$ cat src/rtl/wb_i2c_write_sequencer_if.sv
// Client request/status and Wishbone signals between the write sequencer and its neighbours.
// The master modport is the sequencer's view; the slave modport is the client/controller view.
interface wb_i2c_write_sequencer_if #(
  parameter int WB_ADDR_WIDTH = 2,
  parameter int WB_DATA_WIDTH = 8
) ();
  logic                     req_valid_i;
  logic                     req_ready_o;
  logic [7:0]               req_bus_i;
  logic [6:0]               req_addr_i;
  logic [7:0]               req_data_i;
  logic                     done_o;
  logic [1:0]               status_o;
  logic                     cyc_o;
  logic                     stb_o;
  logic                     we_o;
  logic [WB_ADDR_WIDTH-1:0] adr_o;
  logic [WB_DATA_WIDTH-1:0] dat_o;
  logic [WB_DATA_WIDTH-1:0] dat_i;
  logic                     ack_i;
  logic                     irq_i;

  modport master (
    input  req_valid_i, req_bus_i, req_addr_i, req_data_i, dat_i, ack_i, irq_i,
    output req_ready_o, done_o, status_o, cyc_o, stb_o, we_o, adr_o, dat_o
  );

  modport slave (
    output req_valid_i, req_bus_i, req_addr_i, req_data_i, dat_i, ack_i, irq_i,
    input  req_ready_o, done_o, status_o, cyc_o, stb_o, we_o, adr_o, dat_o
  );
endinterface

$ cat src/rtl/wb_i2c_write_sequencer.sv
// Wishbone master that drives the IICMB controller through a complete single-byte I2C write
// (Set Bus, Start, address, data, Stop) for each accepted request and reports the outcome.
module wb_i2c_write_sequencer #(
  parameter int WB_ADDR_WIDTH  = 2,
  parameter int WB_DATA_WIDTH  = 8,
  parameter int TIMEOUT_CYCLES = 65535
) (
  input  logic clk_i,
  input  logic rst_i,
  wb_i2c_write_sequencer_if.master sif
);

  localparam logic [2:0] S_EN_CORE  = 3'd0;
  localparam logic [2:0] S_IDLE     = 3'd1;
  localparam logic [2:0] S_WB_REQ   = 3'd2;
  localparam logic [2:0] S_WB_ACK   = 3'd3;
  localparam logic [2:0] S_WAIT_IRQ = 3'd4;
  localparam logic [2:0] S_CHECK    = 3'd5;
  localparam logic [2:0] S_DONE     = 3'd6;

  localparam logic [3:0] STEP_DPR_BUS  = 4'd0;
  localparam logic [3:0] STEP_SET_BUS  = 4'd1;
  localparam logic [3:0] STEP_START    = 4'd2;
  localparam logic [3:0] STEP_DPR_ADDR = 4'd3;
  localparam logic [3:0] STEP_WR_ADDR  = 4'd4;
  localparam logic [3:0] STEP_DPR_DATA = 4'd5;
  localparam logic [3:0] STEP_WR_DATA  = 4'd6;
  localparam logic [3:0] STEP_STOP     = 4'd7;
  localparam logic [3:0] STEP_CSR      = 4'd8;

  // Steps that write CMDR and therefore wait for the controller interrupt.
  localparam logic [15:0] CMD_STEP_MASK = 16'h00D6;

  localparam logic [WB_ADDR_WIDTH-1:0] ADR_CSR  = WB_ADDR_WIDTH'(0);
  localparam logic [WB_ADDR_WIDTH-1:0] ADR_DPR  = WB_ADDR_WIDTH'(1);
  localparam logic [WB_ADDR_WIDTH-1:0] ADR_CMDR = WB_ADDR_WIDTH'(2);

  localparam logic [7:0] CMD_WRITE   = 8'h01;
  localparam logic [7:0] CMD_START   = 8'h04;
  localparam logic [7:0] CMD_STOP    = 8'h05;
  localparam logic [7:0] CMD_SET_BUS = 8'h06;
  localparam logic [7:0] CSR_ENABLE  = 8'hC0;

  localparam logic [1:0] ST_OK      = 2'b00;
  localparam logic [1:0] ST_NAK     = 2'b01;
  localparam logic [1:0] ST_ERR     = 2'b10;
  localparam logic [1:0] ST_TIMEOUT = 2'b11;

  localparam int TMO_W = $clog2(TIMEOUT_CYCLES + 1);
  localparam logic [TMO_W-1:0] TMO_LAST = TMO_W'(TIMEOUT_CYCLES - 1);

  logic [2:0]               state_reg;
  logic [3:0]               step_reg;
  logic                     rd_reg;
  logic                     nak_reg;
  logic [7:0]               bus_reg;
  logic [6:0]               addr_reg;
  logic [7:0]               data_reg;
  logic [TMO_W-1:0]         tmo_reg;
  logic [3:0]               flags_reg;
  logic                     cyc_reg;
  logic                     stb_reg;
  logic                     we_reg;
  logic [WB_ADDR_WIDTH-1:0] adr_reg;
  logic [WB_DATA_WIDTH-1:0] dat_reg;
  logic                     done_reg;
  logic [1:0]               status_reg;
  logic                     ready_reg;

  logic [15:0]              step_hit;
  logic                     step_is_cmd;
  logic                     step_nak_ok;
  logic [WB_ADDR_WIDTH-1:0] step_adr;
  logic [7:0]               step_dat;

  // flags_reg holds CMDR[7:4] = {DON, NAK, AL, ERR} from the latest status read.
  logic flag_don, flag_nak, flag_al, flag_err;
  assign {flag_don, flag_nak, flag_al, flag_err} = flags_reg;

  genvar gi;
  generate
    for (gi = 0; gi < 16; gi++) begin : g_step_dec
      assign step_hit[gi] = (step_reg == 4'(gi));
    end
  endgenerate

  assign step_is_cmd = |(step_hit & CMD_STEP_MASK);
  assign step_nak_ok = step_hit[STEP_WR_ADDR] | step_hit[STEP_WR_DATA];

  always_comb begin
    step_adr = ADR_CMDR;
    step_dat = CMD_STOP;
    case (step_reg)
      STEP_DPR_BUS:  begin step_adr = ADR_DPR;  step_dat = bus_reg;          end
      STEP_SET_BUS:  begin step_adr = ADR_CMDR; step_dat = CMD_SET_BUS;      end
      STEP_START:    begin step_adr = ADR_CMDR; step_dat = CMD_START;        end
      STEP_DPR_ADDR: begin step_adr = ADR_DPR;  step_dat = {addr_reg, 1'b0}; end
      STEP_WR_ADDR:  begin step_adr = ADR_CMDR; step_dat = CMD_WRITE;        end
      STEP_DPR_DATA: begin step_adr = ADR_DPR;  step_dat = data_reg;         end
      STEP_WR_DATA:  begin step_adr = ADR_CMDR; step_dat = CMD_WRITE;        end
      STEP_STOP:     begin step_adr = ADR_CMDR; step_dat = CMD_STOP;         end
      STEP_CSR:      begin step_adr = ADR_CSR;  step_dat = CSR_ENABLE;       end
      default:       begin step_adr = ADR_CMDR; step_dat = CMD_STOP;         end
    endcase
  end

  always_ff @(posedge clk_i or negedge rst_i) begin
    if (!rst_i) begin
      state_reg  <= S_EN_CORE;
      step_reg   <= STEP_DPR_BUS;
      rd_reg     <= 1'b0;
      nak_reg    <= 1'b0;
      bus_reg    <= '0;
      addr_reg   <= '0;
      data_reg   <= '0;
      tmo_reg    <= '0;
      flags_reg  <= '0;
      cyc_reg    <= 1'b0;
      stb_reg    <= 1'b0;
      we_reg     <= 1'b0;
      adr_reg    <= '0;
      dat_reg    <= '0;
      done_reg   <= 1'b0;
      status_reg <= ST_OK;
      ready_reg  <= 1'b0;
    end else begin
      done_reg <= 1'b0;
      case (state_reg)
        S_EN_CORE: begin
          step_reg  <= STEP_CSR;
          rd_reg    <= 1'b0;
          state_reg <= S_WB_REQ;
        end

        S_IDLE: begin
          if (sif.req_valid_i) begin
            bus_reg   <= sif.req_bus_i;
            addr_reg  <= sif.req_addr_i;
            data_reg  <= sif.req_data_i;
            step_reg  <= STEP_DPR_BUS;
            rd_reg    <= 1'b0;
            nak_reg   <= 1'b0;
            ready_reg <= 1'b0;
            state_reg <= S_WB_REQ;
          end
        end

        // Every status read targets CMDR; only writes follow the step table.
        S_WB_REQ: begin
          cyc_reg   <= 1'b1;
          stb_reg   <= 1'b1;
          we_reg    <= ~rd_reg;
          adr_reg   <= rd_reg ? ADR_CMDR : step_adr;
          dat_reg   <= rd_reg ? '0 : WB_DATA_WIDTH'(step_dat);
          state_reg <= S_WB_ACK;
        end

        S_WB_ACK: begin
          if (sif.ack_i) begin
            cyc_reg <= 1'b0;
            stb_reg <= 1'b0;
            we_reg  <= 1'b0;
            if (rd_reg) begin
              flags_reg <= sif.dat_i[7:4];
              state_reg <= S_CHECK;
            end else if (step_hit[STEP_CSR]) begin
              ready_reg <= 1'b1;
              state_reg <= S_IDLE;
            end else if (step_is_cmd) begin
              tmo_reg   <= '0;
              state_reg <= S_WAIT_IRQ;
            end else begin
              step_reg  <= step_reg + 4'd1;
              state_reg <= S_WB_REQ;
            end
          end
        end

        S_WAIT_IRQ: begin
          if (sif.irq_i) begin
            rd_reg    <= 1'b1;
            state_reg <= S_WB_REQ;
          end else if (tmo_reg == TMO_LAST) begin
            status_reg <= ST_TIMEOUT;
            done_reg   <= 1'b1;
            state_reg  <= S_DONE;
          end else begin
            tmo_reg <= tmo_reg + 1'b1;
          end
        end

        // Precedence: AL/ERR abort without Stop, then NAK, then DON.
        S_CHECK: begin
          rd_reg <= 1'b0;
          if (flag_al || flag_err) begin
            status_reg <= ST_ERR;
            done_reg   <= 1'b1;
            state_reg  <= S_DONE;
          end else if (flag_nak) begin
            if (step_nak_ok) begin
              nak_reg   <= 1'b1;
              step_reg  <= STEP_STOP;
              state_reg <= S_WB_REQ;
            end else begin
              status_reg <= ST_ERR;
              done_reg   <= 1'b1;
              state_reg  <= S_DONE;
            end
          end else if (!flag_don) begin
            status_reg <= ST_ERR;
            done_reg   <= 1'b1;
            state_reg  <= S_DONE;
          end else if (step_hit[STEP_STOP]) begin
            status_reg <= nak_reg ? ST_NAK : ST_OK;
            done_reg   <= 1'b1;
            state_reg  <= S_DONE;
          end else begin
            step_reg  <= step_reg + 4'd1;
            state_reg <= S_WB_REQ;
          end
        end

        S_DONE: begin
          ready_reg <= 1'b1;
          state_reg <= S_IDLE;
        end

        default: begin
          state_reg <= S_EN_CORE;
        end
      endcase
    end
  end

  assign sif.req_ready_o = ready_reg;
  assign sif.done_o      = done_reg;
  assign sif.status_o    = status_reg;
  assign sif.cyc_o       = cyc_reg;
  assign sif.stb_o       = stb_reg;
  assign sif.we_o        = we_reg;
  assign sif.adr_o       = adr_reg;
  assign sif.dat_o       = dat_reg;

endmodule

$ cat src/flat_wrapper.sv
// flat-port wrapper written by rule: the top's interface ports become plain ports
module wb_i2c_write_sequencer_flat 
#(
  parameter int WB_ADDR_WIDTH  = 2,
  parameter int WB_DATA_WIDTH  = 8,
  parameter int TIMEOUT_CYCLES = 65535
)
  (clk_i, rst_i, sif_req_valid_i, sif_req_bus_i, sif_req_addr_i, sif_req_data_i, sif_dat_i, sif_ack_i, sif_irq_i, sif_req_ready_o, sif_done_o, sif_status_o, sif_cyc_o, sif_stb_o, sif_we_o, sif_adr_o, sif_dat_o);
  wb_i2c_write_sequencer_if #(.WB_ADDR_WIDTH(WB_ADDR_WIDTH), .WB_DATA_WIDTH(WB_DATA_WIDTH)) sif_i ();
  input  logic clk_i;
  input  logic rst_i;
  input wire logic [$bits(sif_i.req_valid_i)-1:0] sif_req_valid_i;
  input wire logic [$bits(sif_i.req_bus_i)-1:0] sif_req_bus_i;
  input wire logic [$bits(sif_i.req_addr_i)-1:0] sif_req_addr_i;
  input wire logic [$bits(sif_i.req_data_i)-1:0] sif_req_data_i;
  input wire logic [$bits(sif_i.dat_i)-1:0] sif_dat_i;
  input wire logic [$bits(sif_i.ack_i)-1:0] sif_ack_i;
  input wire logic [$bits(sif_i.irq_i)-1:0] sif_irq_i;
  output wire logic [$bits(sif_i.req_ready_o)-1:0] sif_req_ready_o;
  output wire logic [$bits(sif_i.done_o)-1:0] sif_done_o;
  output wire logic [$bits(sif_i.status_o)-1:0] sif_status_o;
  output wire logic [$bits(sif_i.cyc_o)-1:0] sif_cyc_o;
  output wire logic [$bits(sif_i.stb_o)-1:0] sif_stb_o;
  output wire logic [$bits(sif_i.we_o)-1:0] sif_we_o;
  output wire logic [$bits(sif_i.adr_o)-1:0] sif_adr_o;
  output wire logic [$bits(sif_i.dat_o)-1:0] sif_dat_o;
  assign sif_i.req_valid_i = sif_req_valid_i;
  assign sif_i.req_bus_i = sif_req_bus_i;
  assign sif_i.req_addr_i = sif_req_addr_i;
  assign sif_i.req_data_i = sif_req_data_i;
  assign sif_i.dat_i = sif_dat_i;
  assign sif_i.ack_i = sif_ack_i;
  assign sif_i.irq_i = sif_irq_i;
  assign sif_req_ready_o = sif_i.req_ready_o;
  assign sif_done_o = sif_i.done_o;
  assign sif_status_o = sif_i.status_o;
  assign sif_cyc_o = sif_i.cyc_o;
  assign sif_stb_o = sif_i.stb_o;
  assign sif_we_o = sif_i.we_o;
  assign sif_adr_o = sif_i.adr_o;
  assign sif_dat_o = sif_i.dat_o;
  wb_i2c_write_sequencer #(.WB_ADDR_WIDTH(WB_ADDR_WIDTH), .WB_DATA_WIDTH(WB_DATA_WIDTH), .TIMEOUT_CYCLES(TIMEOUT_CYCLES)) u_core (.clk_i(clk_i), .rst_i(rst_i), .sif(sif_i));
endmodule
$ cat config.mk
export PLATFORM = sky130hd
export DESIGN_NAME = wb_i2c_write_sequencer_flat
export DESIGN_NICKNAME = d
export VERILOG_FILES = /design/src/rtl/wb_i2c_write_sequencer_if.sv /design/src/rtl/wb_i2c_write_sequencer.sv /design/src/flat_wrapper.sv
export SDC_FILE = /design/constraint.sdc
export NUM_CORES = 1
export LEC_CHECK = 0
export CAP_MARGIN = 20
export CORE_MARGIN = 1
export CORE_UTILIZATION = 45
export DETAILED_ROUTE_END_ITERATION = 7
export GPL_TIMING_DRIVEN = 0
export PLACE_DENSITY = 0.68
export SLEW_MARGIN = 40
export SYNTH_ARGS = -nofsm -noshare
export SYNTH_HDL_FRONTEND = slang
export SYNTH_SLANG_ARGS = --single-unit
$ cat constraint.sdc
create_clock -name clk_i -period 4.35 [get_ports clk_i]
set_input_delay 1.305 -clock clk_i [delete_from_list [all_inputs] [get_ports clk_i]]
set_output_delay 1.305 -clock clk_i [all_outputs]
set_load 0.005 [all_outputs]
==> qor.csv <==
metric,value,unit
post_cts_resize_count,0,
tightest_slew,0.8122,ns
seq_power_share,0.395,
worst_setup_path_end_kind,flip-flop,
largest_reg_flops,16,
cts_tree,yes,
grt_start_max_net_pins,45,
clock-sinks,68,
syn_nets,388,
hpwl,5.582,mm
grt_pass1_vias,2679,
power_frac_comb,0.426,
drv_cap,0,
dpl.cell_count,494,
yosys_register_bits,68,
antennaDiodeCount,0,
netSwitchingPower,963.5,uW
drive_gt1_frac,0.1533,
drc,0,
postCtsHoldBufs,0,
path_class,in -> reg,
routed_wl,7.562,mm
htree_num_levels,3,
synth.avg_cell_area,10.13,sq um
portBuffers,48,
final-setup-viol-count,0,
synth_top_flop_cell,dfrtp_1,
yosys.area.top_type,dfrtp_1,
switching_share,0.3710,
nFillCells,656,
skew,0.01262,ns
p_leak,1.804,nW
grt_pass1_wl,13.11,mm
layout_common_cells,"dfrtp_1, clkdlybuf4s50_1, nand2_1",
wire_per_inst,14.83,um
ys_types,54,
syn-instance-count,346,
multiInputGateArea,1658,sq um
critical_path_required,4.57,ns
vias_per_cell,5.475,
synthTopCellsByArea,"dfrtp_1, mux2_2, nand2_1",
synth-async-reset-ratio,1.000,
core,7370,sq um
insertion_delay,0.34,ns
layout_min_cycle_time,3.038,ns
p_clk_frac,0.179,
layout_commonest_cell,dfrtp_1,
seq_area,1702,sq um
seq_area_frac_synth,0.4857,
report.final.slew_viol_count,0,
postCtsSetupRepairBufs,0,
die_area,8142,sq um
synthToLayoutAreaGrowth,23.11,%
ant_nets,0,
start_kind,primary input,
hold_path.class,reg -> reg,
first_iter_violations,213,
drt_pass1_iterations,5,
nNetsFinal,448,
arrival,3.26,ns
die_w,90.24,um
cts_root_buffer,clkbuf_8,
power_density,602.2,nW/um^2
relSlewSlack,0.4540,
final_util,0.5852,
place.gp.congestion,0.8230,
clockBufferDepth,2,
num_rows,31,
cts_buffers,9,
post-route-period-util,0.6985,
synth_warnings,0,
rsz0062_at_grt,false,
ios,53,
clk_pin_slew,0.08,ns
overflow,0,
num_vias,2792,
start_util,0.4754,
netlist_area,3503,sq um
hold_violations,0,
clock.fmax,329.1,MHz
ir_drop,0.0002434,V
crit_fanout,10,
power.internal,1.634,mW
dieHeight,90.24,um
fin_cells,510,
outcome,"complete, no violations",
antenna_found_initial,0,
synth_top_area_frac,0.4857,
synth-edff-count,0,
grtUsageTotal,0.2019,
critical path, stage by stage:
cell and delay, ns:
clkdlybuf4s50_1 0.50, inv_1 0.07, nor4_2 0.61, buf_2 0.39
mux2_2 0.37
path summary, 6_finish.rpt:
kind | cells past startpoint | slack (ns) | startpoint | end
min in group asynchronous | 1 | 0.80 | rst_i | u_core.sif.dat_o[3]
setup reg to reg | 7 | 1.90 | u_core.step_reg[0] | u_core.step_reg[3]
setup / recovery | 5 | 1.31 | sif_req_valid_i | u_core.bus_reg[1]
max in group asynchronous | 2 | 3.05 | rst_i | u_core.tmo_reg[1]
hold reg to reg | 2 | 0.49 | u_core.sif.dat_o[6] | u_core.sif.dat_o[6]
hold / removal | 2 | 0.49 | u_core.sif.dat_o[6] | u_core.sif.dat_o[6]
cells by family (layout without fill, tap and decap cells):
group,Yosys count,in the layout,share of synthesized area
AOI/OAI and AO/OA,87,87,0.1618
xor gates and xnor gates,7,7,0.01750
adders and majority gates,6,6,0.02143
DFF,68,68,0.4857
and+or+nand+nor,111,111,0.1671
buffers and inverters,34,99,0.04107
muxes,33,33,0.1054
per-layer routing:
metal,routed length [um],GRT usage,share of wire,vias up
met5,0,0,0,-
met4,78,0.07258,0.010,0
li1,-,-,-,1382
met3,306,0.03638,0.040,8
met2,3332,0.2913,0.44,65
met1,3845,0.3024,0.51,1337
through the flow:
step | total power, mW | setup TNS, ns | cell area (sq um) | worst slack (ns) | hold slack [ns]
finish | 2.597 | 0 | 4313 | 1.312 | 0.4880
global route | 2.785 | 0 | 4313 | 1.191 | 0.5150
CTS | 2.614 | 0 | 4313 | 1.300 | 0.4942
detailed placement | 2.143 | 0 | 4136 | 0.9465 | 0.4750
global placement | 2.108 | -22.85 | 4108 | -0.3405 | 0.4635
floorplan | 1.739 | 0 | 3503 | 1.706 | 0.4501
cells in the mapped netlist (3+ instances only):
| library cell | count |
|---|---|
| nand2_1 | 35 |
| a22o_1 | 5 |
| nand3_1 | 17 |
| o21ai_0 | 23 |
| mux2_2 | 31 |
| o211ai_1 | 4 |
| dfrtp_1 | 68 |
| nor2b_1 | 4 |
| a22oi_1 | 5 |
| or3_1 | 5 |
| a211oi_1 | 4 |
| xnor2_1 | 5 |
| ha_1 | 6 |
| a21oi_1 | 18 |
| nor3_1 | 8 |
| a21o_1 | 3 |
| nor2_1 | 16 |
| buf_2 | 4 |
| clkbuf_1 | 14 |
| nor4b_1 | 4 |
| o21a_1 | 3 |
| inv_1 | 13 |
| and3_1 | 4 |
| a31oi_1 | 6 |
| or4_1 | 3 |
| o31ai_1 | 3 |
power groups by stage:
| stage | clock network [mW] | registers (mW) | logic [mW] |
|---|---|---|---|
| 6_report | 0.465 | 1.03 | 1.11 |
| 5_1_grt | 0.506 | 1.06 | 1.22 |
| 4_1_cts | 0.477 | 1.03 | 1.11 |
| 3_5_place_dp | 0 | 1.04 | 1.10 |
| 3_3_place_gp | 0 | 1.03 | 1.08 |
| 2_1_floorplan | 0 | 1.00 | 0.737 |
layout make-up:
type	instances	area share
Multi-Input combinational cell	244	0.3844
Tap cell	99	0.02872
Sequential cell	68	0.3945
Clock buffer	10	0.03191
Inverter	14	0.01218
Clock inverter	6	0.008993
Timing Repair Buffer	49	0.1181
Buffer	20	0.02118
Power figures use the tool's default switching activity.
